$ cat src/rtl/atconv_pkg.sv
// Shared widths, dump FSM states and buffer payload for the ATCONV result-memory arbiter.
package atconv_pkg;

  localparam int unsigned ADDR_W    = 12;
  localparam int unsigned DATA_W    = 13;
  localparam int unsigned L2_AW     = 10;
  localparam int unsigned BUF_DEPTH = 2;

  typedef enum logic [1:0] {
    IDLE  = 2'd0,
    RUN   = 2'd1,
    DRAIN = 2'd2,
    DONE  = 2'd3
  } dump_state_e;

  typedef struct packed {
    logic [ADDR_W-1:0] addr;
    logic [DATA_W-1:0] data;
  } dump_word_t;

endpackage

$ cat src/rtl/layer_dump_fifo.sv
// Two-entry {addr, data} buffer between the memory read port and the dump stream.
module layer_dump_fifo
  import atconv_pkg::*;
(
  input  logic       clk,
  input  logic       reset_n,
  input  logic       i_push,
  input  logic       i_pop,
  input  logic       i_flush,
  input  dump_word_t i_word,
  output dump_word_t o_head,
  output logic       o_full,
  output logic       o_empty
);

  localparam logic [1:0] CNT_FULL = 2'(BUF_DEPTH);

  dump_word_t r_mem [BUF_DEPTH];
  logic       r_wptr;
  logic       r_rptr;
  logic [1:0] r_cnt;

  logic       w_push;
  logic       w_pop;

  // A push into a full buffer is legal only when the head leaves the same cycle.
  assign w_pop  = i_pop & (r_cnt != 2'd0);
  assign w_push = i_push & ((r_cnt != CNT_FULL) | w_pop);

  always_ff @(posedge clk or negedge reset_n) begin
    if (!reset_n) begin
      r_mem[0] <= '0;
      r_mem[1] <= '0;
      r_wptr   <= 1'b0;
      r_rptr   <= 1'b0;
      r_cnt    <= 2'd0;
    end else if (i_flush) begin
      r_wptr   <= 1'b0;
      r_rptr   <= 1'b0;
      r_cnt    <= 2'd0;
    end else begin
      if (w_push) begin
        r_mem[r_wptr] <= i_word;
        r_wptr        <= ~r_wptr;
      end
      if (w_pop) begin
        r_rptr <= ~r_rptr;
      end
      case ({w_push, w_pop})
        2'b10:   r_cnt <= r_cnt + 2'd1;
        2'b01:   r_cnt <= r_cnt - 2'd1;
        default: r_cnt <= r_cnt;
      endcase
    end
  end

  assign o_head  = r_mem[r_rptr];
  assign o_full  = (r_cnt == CNT_FULL);
  assign o_empty = (r_cnt == 2'd0);

endmodule

$ cat src/rtl/layer_mem_arbiter.sv
// Shares the layer1/layer2 memory port between the ATCONV core (always wins)
// and a host dump engine that reads a programmed window in the idle slots.
module layer_mem_arbiter
  import atconv_pkg::*;
(
  input  logic              clk,
  input  logic              reset_n,
  input  logic              core_csel,
  input  logic              core_crd,
  input  logic [ADDR_W-1:0] core_caddr_rd,
  output logic [DATA_W-1:0] core_cdata_rd,
  input  logic              core_cwr,
  input  logic [ADDR_W-1:0] core_caddr_wr,
  input  logic [DATA_W-1:0] core_cdata_wr,
  output logic              mem_csel,
  output logic              mem_crd,
  output logic [ADDR_W-1:0] mem_caddr_rd,
  input  logic [DATA_W-1:0] mem_cdata_rd,
  output logic              mem_cwr,
  output logic [ADDR_W-1:0] mem_caddr_wr,
  output logic [DATA_W-1:0] mem_cdata_wr,
  input  logic              dump_start,
  input  logic              dump_sel,
  input  logic [ADDR_W-1:0] dump_base,
  input  logic [ADDR_W:0]   dump_len,
  input  logic              dump_abort,
  output logic              dump_busy,
  output logic              dump_done,
  output logic              dump_valid,
  input  logic              dump_ready,
  output logic [DATA_W-1:0] dump_data,
  output logic [ADDR_W-1:0] dump_addr
);

  dump_state_e       r_state;
  dump_state_e       w_state_nxt;
  logic              r_sel;
  logic [ADDR_W-1:0] r_base;
  logic [ADDR_W:0]   r_len;
  logic [ADDR_W:0]   r_issued;
  logic              r_busy;
  logic              r_done;

  logic [ADDR_W-1:0] w_sum;
  logic [ADDR_W-1:0] w_cur_addr;
  logic [ADDR_W:0]   w_issued_nxt;
  logic              w_pop;
  logic              w_space;
  logic              w_grant;
  logic              w_flush;
  logic              w_full;
  logic              w_empty;
  dump_word_t        w_head;
  dump_word_t        w_push_word;

  // Writes are never arbitrated; the core read data is a straight return path.
  assign mem_cwr       = core_cwr;
  assign mem_caddr_wr  = core_caddr_wr;
  assign mem_cdata_wr  = core_cdata_wr;
  assign core_cdata_rd = mem_cdata_rd;

  // Window address wraps inside the selected layer; layer2 keeps upper bits zero.
  assign w_sum      = r_base + r_issued[ADDR_W-1:0];
  assign w_cur_addr = r_sel ? {{(ADDR_W-L2_AW){1'b0}}, w_sum[L2_AW-1:0]} : w_sum;

  assign w_pop   = ~w_empty & dump_ready;
  assign w_space = ~w_full | w_pop;
  assign w_grant = (r_state == RUN) && (r_issued < r_len) && w_space && !dump_abort
                   && !core_crd && (!core_cwr || (core_csel == r_sel));

  assign w_issued_nxt = r_issued + (ADDR_W+1)'(w_grant);

  always_comb begin
    mem_csel     = core_csel;
    mem_crd      = core_crd;
    mem_caddr_rd = core_caddr_rd;
    if (w_grant) begin
      mem_csel     = r_sel;
      mem_crd      = 1'b1;
      mem_caddr_rd = w_cur_addr;
    end
  end

  // Completion is looked ahead one cycle so done follows the last accept directly.
  always_comb begin
    w_state_nxt = r_state;
    w_flush     = 1'b0;
    case (r_state)
      IDLE: begin
        if (dump_start) begin
          w_state_nxt = (dump_len == '0) ? DONE : RUN;
        end
      end
      RUN: begin
        if (dump_abort) begin
          w_state_nxt = IDLE;
          w_flush     = 1'b1;
        end else if (w_issued_nxt == r_len) begin
          w_state_nxt = DRAIN;
        end
      end
      DRAIN: begin
        if (dump_abort) begin
          w_state_nxt = IDLE;
          w_flush     = 1'b1;
        end else if (w_empty || (!w_full && w_pop)) begin
          w_state_nxt = DONE;
        end
      end
      DONE:    w_state_nxt = IDLE;
      default: w_state_nxt = IDLE;
    endcase
  end

  always_ff @(posedge clk or negedge reset_n) begin
    if (!reset_n) begin
      r_state  <= IDLE;
      r_sel    <= 1'b0;
      r_base   <= '0;
      r_len    <= '0;
      r_issued <= '0;
      r_busy   <= 1'b0;
      r_done   <= 1'b0;
    end else begin
      r_state <= w_state_nxt;
      r_busy  <= (w_state_nxt == RUN) || (w_state_nxt == DRAIN);
      r_done  <= (w_state_nxt == DONE);
      if ((r_state == IDLE) && dump_start) begin
        r_sel    <= dump_sel;
        r_base   <= dump_base;
        r_len    <= dump_len;
        r_issued <= '0;
      end else begin
        r_issued <= w_issued_nxt;
      end
    end
  end

  assign w_push_word = '{addr: w_cur_addr, data: mem_cdata_rd};

  layer_dump_fifo u_fifo (
    .clk     (clk),
    .reset_n (reset_n),
    .i_push  (w_grant),
    .i_pop   (w_pop),
    .i_flush (w_flush),
    .i_word  (w_push_word),
    .o_head  (w_head),
    .o_full  (w_full),
    .o_empty (w_empty)
  );

  assign dump_busy  = r_busy;
  assign dump_done  = r_done;
  assign dump_valid = ~w_empty;
  assign dump_data  = w_head.data;
  assign dump_addr  = w_head.addr;

endmodule
$ cat config.mk
export PLATFORM = sky130hd
export DESIGN_NAME = layer_mem_arbiter
export DESIGN_NICKNAME = d
export VERILOG_FILES = /design/src/rtl/atconv_pkg.sv /design/src/rtl/layer_dump_fifo.sv /design/src/rtl/layer_mem_arbiter.sv
export SDC_FILE = /design/constraint.sdc
export NUM_CORES = 1
export LEC_CHECK = 0
export BUFFER_PORTS_ARGS = -buffer_cell sky130_fd_sc_hd__buf_2
export CAP_MARGIN = 0
export CORE_MARGIN = 5
export CORE_UTILIZATION = 55
export CTS_BUF_LIST = sky130_fd_sc_hd__clkbuf_16
export CTS_CLUSTER_SIZE = 16
export DETAILED_ROUTE_END_ITERATION = 10
export GPL_TIMING_DRIVEN = 1
export MAX_ROUTING_LAYER = met4
export PLACE_DENSITY = 0.81
export RECOVER_POWER = 100
export SYNTH_ARGS = -nofsm -noshare
export SYNTH_HDL_FRONTEND = slang
export SYNTH_SLANG_ARGS = --single-unit
$ cat constraint.sdc
create_clock -name clk -period 8.78 [get_ports clk]
set_clock_uncertainty 0.2 [all_clocks]
set_input_delay 1.317 -clock clk [delete_from_list [all_inputs] [get_ports clk]]
set_output_delay 1.317 -clock clk [all_outputs]
set_load 0.005 [all_outputs]
# --- After elaboration in Yosys (flattened, before gate mapping) ---
# Cells that the tools add are included.
word_totals:
  regBits: 97
  output_inout_bits: 81
op_classes:
  n_reduce_logical: 24
  magnitude_cmp: 4
  eq_ne: 12
  bitwise: 12
  mux: 26
  add_sub_neg: 4
op_table:
  columns: ["operator", "count"]
  rows:
  - ["two-way mux 25 bit", 4]
  - ["bitwise mux 50 bit", 1]
  - ["demux 25 bit (select 1 bit)", 1]
  - ["two-way mux 12 bit", 2]
  - ["two-way mux 2 bit", 7]
  - ["adder 13 x 1 -> 13 bit", 1]
  - ["== test 13 bit", 1]
  - ["logical NOT 13 bit", 1]
  - ["less-than comparator 13 bit", 1]
  - ["two-way mux 13 bit", 1]
  - ["adder 12 bit", 1]
  - ["== test 2 bit, second input constant", 6]
  - ["logical AND 1 bit", 8]
  - ["two-way mux 1 bit", 8]
  - ["one-hot mux 2 bit (4 select lines)", 1]
  - ["== test 2 x 1 -> 1 bit, second input constant", 3]
  - ["nonzero test 2 bit", 3]
  - ["inverter 1 bit", 5]
  - ["greater-or-equal comparator 2 bit, second input constant", 2]
  - ["logical NOT 1 bit", 4]
  - ["logical NOT 2 bit", 2]
  - ["inverter 1 -> 2 bit", 2]
  - ["one-hot mux 2 bit (2 select lines)", 1]
  - ["AND 1 bit", 3]
  - ["other kinds (10)", 13]

# --- Longest topological paths before layout ---
# Gate-level depths: netlist of run 1.
depth:
  ltp_word: 15
  mapped_depth: 18

# --- Modules after synthesis ---
# A second synthesis of run 1 with hierarchy kept.
hier_totals:
  hier_cells: 568
  hier_area_um2: 6040.8
modules_own_cells:
  columns: ["module", "seq_area_each_um2", "instances", "cells_per_inst", "area_each_um2"]
  rows:
  - ["layer_mem_arbiter", 1076.0, 1, 410, 3562.2]
  - ["layer_dump_fifo", 1351.3, 1, 158, 2478.6]

# --- Worst setup path after synthesis of run 1 ---
# OpenSTA, ideal clock, no wires.
synth_timing:
  path_kind: "input-to-reg"
  startpoint: "input port dump_abort"
  endpoint: "register r_busy, in the netlist dump_busy"
  required_time_ns: 8.454
  setup_ns: 0.126
  t_arrival_ns: 4.946
  setup_slack_ns: 3.508
  cell_stages: 17
  cell_sequence: "buf_6 > or4b_4 > a221oi_2 > o21ai_1 > a221oi_4 > o21ai_4 > inv_1 > ha_1 > ha_1 > xnor2_1 > o311a_1 > o2111ai_1 > or4_1 > nor4_1 > o2111ai_1 > o2bb2ai_1 > ha_1"
synth_via:
  elab_chain_cells: 11
synth_rtl:
  columns: ["element", "line", "text"]
  rows:
  - ["from (decl)", "layer_mem_arbiter.sv:26", "input logic dump_abort,"]
  - ["logical NOT 1 bit", "layer_mem_arbiter.sv:68", "assign w_grant = (r_state == RUN) && (r_issued < r_len) && w_space && !dump_abort"]
  - ["logical AND 1 bit", "layer_mem_arbiter.sv:68", null]
  - ["logical AND 1 bit (2 in series)", "layer_mem_arbiter.sv:69", "&& !core_crd && (!core_cwr || (core_csel == r_sel));"]
  - ["adder 13 x 1 -> 13 bit", "layer_mem_arbiter.sv:71", "assign w_issued_nxt = r_issued + (ADDR_W+1)'(w_grant);"]
  - ["== test 13 bit", "layer_mem_arbiter.sv:98", "end else if (w_issued_nxt == r_len) begin"]
  - ["two-way mux 2 bit", "layer_mem_arbiter.sv:98", null]
  - ["two-way mux 2 bit", "layer_mem_arbiter.sv:95", "if (dump_abort) begin"]
  - ["one-hot mux 2 bit (4 select lines) (*)", "layer_mem_arbiter.sv:88", "case (r_state)"]
  - ["named net w_state_nxt[0]", "layer_mem_arbiter.sv:36", "dump_state_e w_state_nxt;"]
  - ["== test 2 x 1 -> 1 bit or == test 2 bit (tied branches)", "layer_mem_arbiter.sv:126", "r_busy <= (w_state_nxt == RUN) || (w_state_nxt == DRAIN);"]
  - ["logical OR 1 bit (*)", "layer_mem_arbiter.sv:126", null]
  - ["to (signal assigned)", "layer_mem_arbiter.sv:126", null]
  - ["to (decl)", "layer_mem_arbiter.sv:41", "logic r_busy;"]
# The timed path passes the listed nets; every way through them passes the cells marked *.
# A chain may end at the register's enable or synchronous reset.

# --- Final worst setup path of run 1 ---
# Same ends and word-level chain as after synthesis.

==> results of run 1 <==
## final cells by class
cell class,count,share of cell area
multi-input combinational,375,0.451
clock buffer,9,0.0353
inverter,25,0.0147
tap,140,0.0274
sequential,97,0.380
clock inverter,7,0.00921
timing repair buffer,115,0.0827
## cell usage in the layout, fill, tap and decap left out, types with 3 or more instances in the layout
| master | Yosys | layout |
|---|---|---|
| sky130_fd_sc_hd__xor2_1 | 11 | 11 |
| sky130_fd_sc_hd__ha_1 | 31 | 31 |
| sky130_fd_sc_hd__nand4_1 | 8 | 8 |
| sky130_fd_sc_hd__nor2b_1 | 6 | 6 |
| sky130_fd_sc_hd__xnor2_1 | 26 | 26 |
| sky130_fd_sc_hd__inv_6 | 0 | 3 |
| sky130_fd_sc_hd__inv_1 | 25 | 25 |
| sky130_fd_sc_hd__mux2_1 | 0 | 12 |
| sky130_fd_sc_hd__mux2i_1 | 4 | 4 |
| sky130_fd_sc_hd__o2111ai_1 | 4 | 5 |
| sky130_fd_sc_hd__a211oi_1 | 3 | 3 |
| sky130_fd_sc_hd__and3_1 | 5 | 5 |
| sky130_fd_sc_hd__mux2_2 | 47 | 58 |
| sky130_fd_sc_hd__buf_2 | 1 | 77 |
| sky130_fd_sc_hd__nor2_1 | 27 | 28 |
| sky130_fd_sc_hd__a21oi_1 | 14 | 14 |
| sky130_fd_sc_hd__nor3_1 | 5 | 5 |
| sky130_fd_sc_hd__nand2_1 | 72 | 72 |
| sky130_fd_sc_hd__nand2b_1 | 3 | 3 |
| sky130_fd_sc_hd__nand3_1 | 5 | 5 |
| sky130_fd_sc_hd__clkbuf_16 | 0 | 9 |
| sky130_fd_sc_hd__a21o_1 | 5 | 5 |
| sky130_fd_sc_hd__nor4_1 | 6 | 6 |
| sky130_fd_sc_hd__o21ai_0 | 25 | 26 |
| sky130_fd_sc_hd__and2_0 | 0 | 3 |
| sky130_fd_sc_hd__clkbuf_1 | 13 | 37 |
| sky130_fd_sc_hd__dfrtp_1 | 97 | 97 |
| sky130_fd_sc_hd__mux2_4 | 34 | 11 |
## synth_stat cells, types with 8 or more instances
cell type / instances
sky130_fd_sc_hd__dfrtp_1: 97
sky130_fd_sc_hd__nand2_1: 72
sky130_fd_sc_hd__mux2_2: 47
sky130_fd_sc_hd__buf_4: 39
sky130_fd_sc_hd__mux2_4: 34
sky130_fd_sc_hd__ha_1: 31
sky130_fd_sc_hd__nor2_1: 27
sky130_fd_sc_hd__xnor2_1: 26
sky130_fd_sc_hd__inv_1: 25
sky130_fd_sc_hd__o21ai_0: 25
sky130_fd_sc_hd__a21oi_1: 14
sky130_fd_sc_hd__clkbuf_1: 13
sky130_fd_sc_hd__xor2_1: 11
sky130_fd_sc_hd__nand4_1: 8
## worst register-to-register path: cells and delay by family, from the launching register on
| family | cells | cell delay (ns) |
|---|---|---|
| and+or+nand+nor | 3 | 1.49 |
| buffers and inverters | 2 | 0.34 |
| xor gates and xnor gates | 2 | 0.35 |
| AOI/OAI and AO/OA | 7 | 1.67 |
| DFF | 1 | 0.37 |
| adders and majority gates | 4 | 1.04 |
## registers in the layout, summed over array words and instances (netlist names)
register	flops
r_base	12
u_fifo.r_mem	50
r_len	13
r_state	2
u_fifo.r_wptr	1
dump_busy	1
dump_done	1
u_fifo.r_rptr	1
u_fifo.r_cnt	2
r_sel	1
r_issued	13
## how the worst max path moves through the flow
| stage | slack (ns) | to | depth (start not counted) |
|---|---|---|---|
| 6_report | 2.69 | dump_busy$_DFF_PN0_ | 17 |
| 5_1_grt | 1.97 | r_issued[12]$_DFF_PN0_ | 2 |
| 4_1_cts | 3.15 | dump_busy$_DFF_PN0_ | 17 |
| 3_5_place_dp | 2.82 | dump_busy$_DFF_PN0_ | 17 |
| 3_3_place_gp | 2.97 | dump_busy$_DFF_PN0_ | 17 |
| 2_1_floorplan | 3.51 | dump_busy$_DFF_PN0_ | 17 |
## through the flow
step / std cells / setup WS (ns) / power [mW] / util
CTS: 768 / 3.15 / 2.01 / 0.612
finish: 768 / 2.69 / 1.93 / 0.594
detailed placement: 752 / 2.82 / 1.62 / 0.586
global placement: 752 / 2.97 / 1.58 / 0.586
floorplan: 555 / 3.51 / 1.36 / -
global route: 768 / 1.97 / 2.08 / 0.594
## layer usage
| metal | wire length, µm | vias up | track usage | part of all wire |
|---|---|---|---|---|
| met5 | 0 | - | - | 0 |
| met2 | 6650 | 138 | 0.356 | 0.48 |
| met4 | 287 | 0 | 0.0800 | 0.021 |
| met3 | 794 | 27 | 0.0349 | 0.058 |
| met1 | 6060 | 2059 | 0.292 | 0.44 |
| li1 | - | 2012 | - | - |
## logic make-up after synthesis
kind of cell             synth area share
AO/OA/AOI/OAI                      0.0846
XOR/XNOR                           0.0544
buffers and inverters              0.0863
multiplexers                        0.181
flip-flops                          0.407
adder cells (fa/ha/maj)            0.0685
AND/OR/NAND/NOR                     0.117
## power groups by stage
| stage | Clock [mW] | Combinational [mW] | Sequential (mW) |
|---|---|---|---|
| floorplan | 0 | 0.649 | 0.706 |
| global placement | 0 | 0.816 | 0.760 |
| detailed placement | 0 | 0.844 | 0.774 |
| CTS | 0.384 | 0.856 | 0.767 |
| global route | 0.406 | 0.885 | 0.787 |
| finish | 0.377 | 0.792 | 0.764 |
==> results summary, run 1 <==
The flow ran to the end, but the final reports show violations. The final reports fail on max-capacitance violations, max-slew violations. The register-to-register setup slack came out at about 3.2 ns. Setup repair after global routing left no endpoint under its margin. The worst setup path is captured at a flip-flop. The number of cells on the worst reg-to-reg path came out at 18. The first global-routing pass estimated around 22000 µm of wire. The total grt overflow is 0. The worst register-to-register path ends at dump_busy$_DFF_PN0_. The placement row count is 38. The horizontal die dimension came out at roughly 110 µm. The initial antenna violation count came out at 0. The clock latency on the worst-skew pair came out at roughly 0.34 ns. The clock network fraction of design power came out at 0.195. The number of buffers inserted by port buffering is around 110. The I/O pin count is roughly 170. The number of DRC markers in iteration 0 is around 230. The synthesized area per cell is approximately 11 µm². The number of max-cap violations came out at 4. In this run the critical register-to-register path is launched from r_len[12]$_DFFE_PN0P_.

The slowest stage of the critical path belongs to the cell sky130_fd_sc_hd__or4b_2. Hold timing on the final database bottoms out at a slack of ~0.29 ns. The worst-case vdd ir drop came out at between 100 and 150 µV.

The synthesized instance count is about 560. The instance area at placement is around 6300 µm². By area the synthesized netlist is led by sky130_fd_sc_hd__dfrtp_1, sky130_fd_sc_hd__mux2_2, sky130_fd_sc_hd__mux2_4. The die area came out at about 13000 µm². The final hold violation count is 0.

At the end of routability-driven placement, the weighted congestion stood at about 0.87. Tracing the worst setup path back leads to its startpoint at dump_abort. The most used flip-flop cell after synthesis is sky130_fd_sc_hd__dfrtp_1. Together, buffers and inverters on the worst path number 2. The fraction of layout cells with a size suffix above 1 came out at 0.264. The leakage power summed over all cells came out at about 3.1 nW.

The critical path goes through clkbuf_1, or4b_2, a221oi_1, o21ai_0, a221oi_1, o21ai_4, inv_1, ha_1, ha_1, xnor2_1, xnor2_1, o2111ai_1, or4_1, nor4_1, o2111ai_1, o2bb2ai_1, ha_1. In this design, the critical path's most frequently occurring cell is sky130_fd_sc_hd__ha_1. The maximum level of the CTS H-tree came out at 3. Clock tree synthesis selected as its root buffer the cell sky130_fd_sc_hd__clkbuf_16. The final layout net count is ~740. The slew at the pin with the worst max-slew slack came out at around 3.7 ns.

The required time of the critical path is roughly 9 ns. The area occupied by multi-input gates is between 2000 and 3000 µm². The category of cells accounting for the largest share of critical-path delay is compound AO/OA/AOI/OAI gates. The netlist uses between 50 and 60 different library cells.

TritonCTS built the clock tree. After detailed routing, the number of remaining DRC violations is 0. The endpoint of the worst hold-timing path is u_fifo.r_mem[35]$_DFFE_PN0P_. For the worst setup path, the data arrival time is 6.11 ns. The hold-critical path depth is 1.

The number of flops mapped to enable cells by yosys came out at 0. The max-slew violation count came out at between 150 and 200. The start point of the worst min-delay path is u_fifo.r_mem[35]$_DFFE_PN0P_. The iteration count of the initial detailed-routing pass came out at 5. The area of the core region is 10700 µm². The switching power as a share of total power came out at 0.372. After legalization and detailed placement, the total HPWL measured 10400 µm.

The total global routing track utilization came out at 0.224. Fill cells in the final layout number 962. The count of warnings emitted by yosys is 0. Setup violations remaining at the end of the flow were counted as 0. The clock edge transition at the registers on the reported setup and hold paths is ~0.07 ns. The sequential cell area came out at 2430 µm². The synthesized design contains 97 register bits. The setup TNS is 0 ns. The fraction of registers with async set or reset after synthesis came out at 1.00. The clock sink count is 97.

The cell area that synthesis handed to floorplanning was between 5000 and 6000 µm². The path type of the worst min-delay path is flip-flop to flip-flop. The type of the worst setup path is input pin to flip-flop. After routing the design area is about 6400 µm². The area share of the largest cell type after synthesis is 0.407.

The largest fanout on the critical path is 17. The buffer levels on the longest clock path came out at 2. The highest clock frequency the design can meet is 0.164 GHz.

For this run, the register share of the synthesized area comes to 0.407. The sequential group share of total power came out at 0.395. The number of vias in the routed layout is between 4000 and 5000.

Buffers added to address setup during post-CTS repair amount to 0. In this run, CTS created clock tree buffers numbering 9. The die outline height is around 110 µm. The fraction of power consumed by combinational cells came out at 0.410.

The net count after synthesis came out at 671. The number of global-route vias before repair is 4286. The average wire length per cell after detail routing is roughly 18 µm.

Headroom to the max-slew limit came out at -1.50. The internal power contribution is approximately 1.2 mW. STA classifies the critical path startpoint as an input pin. The period utilization came out at 0.694. From synthesis to final layout, the design area changed by 7.18%.

For this design the total switching power over the nets is 0.719 mW. The routed wire length came out at ~14000 µm. The count of nets left with antenna violations after detail routing is 0.

The delay contributed by the slowest stage of the critical path came out at approximately 0.67 ns. The number of hold buffers added after CTS was 0. The number of gates resized after CTS came out at 0. The final period demand of the worst path came out at 6.09 ns. The repair_antennas step left the layout with diodes totalling 0. Of all cell types, the one taking the most synthesized area is sky130_fd_sc_hd__dfrtp_1.

The initial utilization of the core area, before any placement, comes to 0.554. The areal power density over the cells is 303 nW/µm². In the routed layout, each cell is associated on average with a via count of 5.52. Entering global routing, the biggest net connects 73 pins.
(Power assumes the default switching activity.)
==> run 2: changes to the inputs <==
ABC_AREA = 1   (was unset)
CORE_UTILIZATION = 48   (was 55)
PLACE_DENSITY = 0.75   (was 0.81)
clock period = 5.4 ns   (was 8.78 ns; I/O delays follow)
==> results summary, run 2 <==
The run finished, with violations left. The checks that failed: max-capacitance violations, max-slew violations. The minimum setup slack in the final design came out at roughly 0.77 ns. The number of DRC markers in iteration 0 is roughly 350.

Across every metal layer, demand over resource in global routing totals 0.196. The cell that appears most often on the critical path is sky130_fd_sc_hd__nand2_1. For the finished layout, the period the worst path requires is about 4.6 ns. STA classifies the critical path startpoint as a flip-flop. The final layout net count came out at approximately 970.

The total grt overflow came out at 0. Across the run, the number of max-cap violations was 1. The number of CTS-inserted buffers came out at 9.

The buffer levels on the longest clock path came out at 2. The worst-case vdd ir drop came out at ~190 µV. The number of buffers inserted by port buffering is roughly 110. The critical register-to-register path startpoint is r_issued[2]$_DFF_PN0_. After filler insertion, the fill cell instance count of the layout stands at approximately 1200.

The number of cells on the worst reg-to-reg path is 25. When the netlist entered floorplanning its net count stood at 899. The final hold violation count is 0.

The hold-critical path depth is 2. The most used flip-flop cell after synthesis is sky130_fd_sc_hd__dfrtp_1. The routability-driven placement congestion ratio is 0.922. The delay contributed by the slowest stage of the critical path is ~0.48 ns. The fraction of registers with async set or reset after synthesis is 1.00.

The area growth from synthesis to final layout is 9.04%. The detail route stage leaves a number of antenna-violating nets equal to 0. The post-synthesis instance area is approximately 5900 µm². The largest net degree at the start of global routing is 62. In this run the power density over the cells is between 400 and 500 nW/µm².

For this run, design rule violations remaining after detail routing come to 0. The critical path endpoint category is a flip-flop. The count of buffers added by post-CTS timing repair for setup came out at 0. The largest fanout on the critical path came out at 22. The number of setup violations in the final report came out at 0. The highest clock frequency the design can meet is 0.216 GHz. The fraction of layout cells with a size suffix above 1 came out at 0.129. The signal arrival time at the worst endpoint came out at around 4.7 ns. The post-route total power is roughly 2.9 mW. The required time of the critical path is approximately 5.4 ns. In this run, post-CTS repair resized a total of 0 instances. The count of warnings emitted by yosys came out at 0. The area share of the largest cell type after synthesis came out at 0.409. The die area is 14700 µm². Setup repair after global routing left no endpoint under its margin. Summed over all failing endpoints, the final setup total negative slack is 0 ns. The max-slew violation count came out at 62. The area of the core region is between 10000 and 15000 µm².

The clock sink count is 97. The synthesized design contains between 90 and 100 register bits. The tightest slew margin relative to the limit came out at -1.12. The die outline height is between 100 and 150 µm. Ranked by total cell area, the synthesized netlist is headed by sky130_fd_sc_hd__dfrtp_1, sky130_fd_sc_hd__nand2_1, sky130_fd_sc_hd__ha_1.

The number of global-route vias before repair came out at between 4000 and 5000. The synthesized design spends more area on one cell type than any other, namely sky130_fd_sc_hd__dfrtp_1. The maximum level of the CTS H-tree is 3.

The die is ~120 µm wide. The worst slack at placement came out at between 0.9 and 1 ns. The TritonCTS clock tree is built. The sequential share of the synthesized area came out at 0.409. The initial standard-cell utilization of the core came out at 0.492.

The first global-routing pass estimated ~23000 µm of wire. The worst setup path is of the flip-flop to flip-flop kind. The period utilization is 0.858. The clock edge transition at the registers on the reported setup and hold paths came out at approximately 0.080 ns. The slowest stage of the critical path belongs to the cell sky130_fd_sc_hd__inv_1. The I/O pin count came out at 165.

For hold timing, the worst endpoint is u_fifo.r_mem[20]$_DFFE_PN0P_. For this design the static power due to leakage is 3.46 nW. The register-to-register setup slack came out at ~0.77 ns. The largest registers in the layout are u_fifo.r_mem (50), r_issued (13), r_len (13). The most common cell in the synthesized netlist is sky130_fd_sc_hd__nand2_1. The hold-fix buffer count after cts came out at 0.

The later pin in the worst-skew pair is clocked with a latency of 0.34 ns. After detailed routing, the average wire length per cell comes to between 10 and 15 µm. The placement row count is 40. In the synthesized netlist, the cells that appear most often are sky130_fd_sc_hd__nand2_1, sky130_fd_sc_hd__dfrtp_1, sky130_fd_sc_hd__inv_1. The synthesized instance count is slightly below 800. The routed wire length came out at 14100 µm. Leaving out fill and tap cells, the most frequent cells in the layout are sky130_fd_sc_hd__nand2_1, sky130_fd_sc_hd__dfrtp_1, sky130_fd_sc_hd__inv_1, sky130_fd_sc_hd__buf_2, sky130_fd_sc_hd__o21ai_0. In this run the critical register-to-register path is captured at dump_busy$_DFF_PN0_. The number of vias in the routed layout came out at 5042. The number of flip-flops in the largest register is 50. The synthesized area per cell is 7.58 µm². The tree is rooted in a sky130_fd_sc_hd__clkbuf_16. In this run, synthesis inferred 0 flip-flops with an integrated enable. In this run the most critical hold path is launched from u_fifo.r_mem[20]$_DFFE_PN0P_. The area occupied by multi-input gates came out at ~2700 µm². The sequential cell area is ~2400 µm². The detailed placer's ending HPWL is about 11000 µm. The diode insertion count for antenna repair is 0.

Counting flops per register, the top entry is u_fifo.r_mem. The average vias per placed instance came out at 4.92. Leaving out fill and tap cells, the most frequent cell in the layout is sky130_fd_sc_hd__nand2_1.

The slew at the pin with the worst max-slew slack is 3.18 ns. The path type of the worst min-delay path is flip-flop to flip-flop. The initial antenna violation count came out at 0. In this run, distinct cell masters in the synthesized netlist total 39. The iteration count of the initial detailed-routing pass is 5.
[run 2: routing by layer]
layer | track usage | up-vias | wire [µm]
li1 | - | 2571 | -
met1 | 0.262 | 2303 | 6600
met2 | 0.317 | 153 | 6510
met3 | 0.0317 | 15 | 784
met4 | 0.0476 | 0 | 179
met5 | - | - | 0
[run 2: final cells by class]
type / count / share of cell area
multi-input combinational: 538 / 0.411
sequential: 97 / 0.375
timing repair buffer: 118 / 0.0846
inverter: 87 / 0.0512
clock buffer: 9 / 0.0348
tap: 168 / 0.0325
clock inverter: 7 / 0.0110
[run 2: how the worst max path moves through the flow]
stage,startpoint,endpoint,depth (start not counted)
finish,r_issued[2]$_DFF_PN0_,dump_busy$_DFF_PN0_,25
global route,r_issued[2]$_DFF_PN0_,dump_busy$_DFF_PN0_,25
CTS,r_issued[2]$_DFF_PN0_,dump_busy$_DFF_PN0_,25
detailed placement,dump_abort,dump_busy$_DFF_PN0_,23
global placement,dump_abort,dump_busy$_DFF_PN0_,23
floorplan,dump_abort,dump_busy$_DFF_PN0_,23
[run 2: stage by stage]
| step | area [µm²] | hold WS [ns] | std cells | util |
|---|---|---|---|---|
| floorplan | 5940 | 0.242 | 783 | - |
| global placement | 6320 | 0.255 | 1008 | 0.524 |
| detailed placement | 6320 | 0.260 | 1008 | 0.524 |
| CTS | 6620 | 0.276 | 1024 | 0.548 |
| global route | 6470 | 0.292 | 1024 | 0.537 |
| finish | 6470 | 0.276 | 1024 | 0.537 |
[run 2: logic make-up (layout without fill, tap and decap cells)]
| kind of cell | count (synthesis) | count (layout) | share of synthesized area |
|---|---|---|---|
| adders and majority gates | 32 | 32 | 0.0687 |
| and+or+nand+nor | 379 | 379 | 0.260 |
| xor gates and xnor gates | 14 | 14 | 0.0230 |
| DFF | 97 | 97 | 0.409 |
| buffers and inverters | 148 | 221 | 0.129 |
| AOI/OAI and AO/OA | 113 | 113 | 0.111 |
[run 2: critical path, delay by kind of cell (launching register included)]
family | cells | cell delay, ns
AOI/OAI and AO/OA | 3 | 0.40
adders and majority gates | 4 | 1.09
buffers and inverters | 2 | 0.53
DFF | 1 | 0.47
and+or+nand+nor | 16 | 1.84
[run 2: power by group]
part	switching, mW	internal (mW)
Sequential	0.161	0.997
Clock	0.309	0.326
Combinational	0.727	0.420
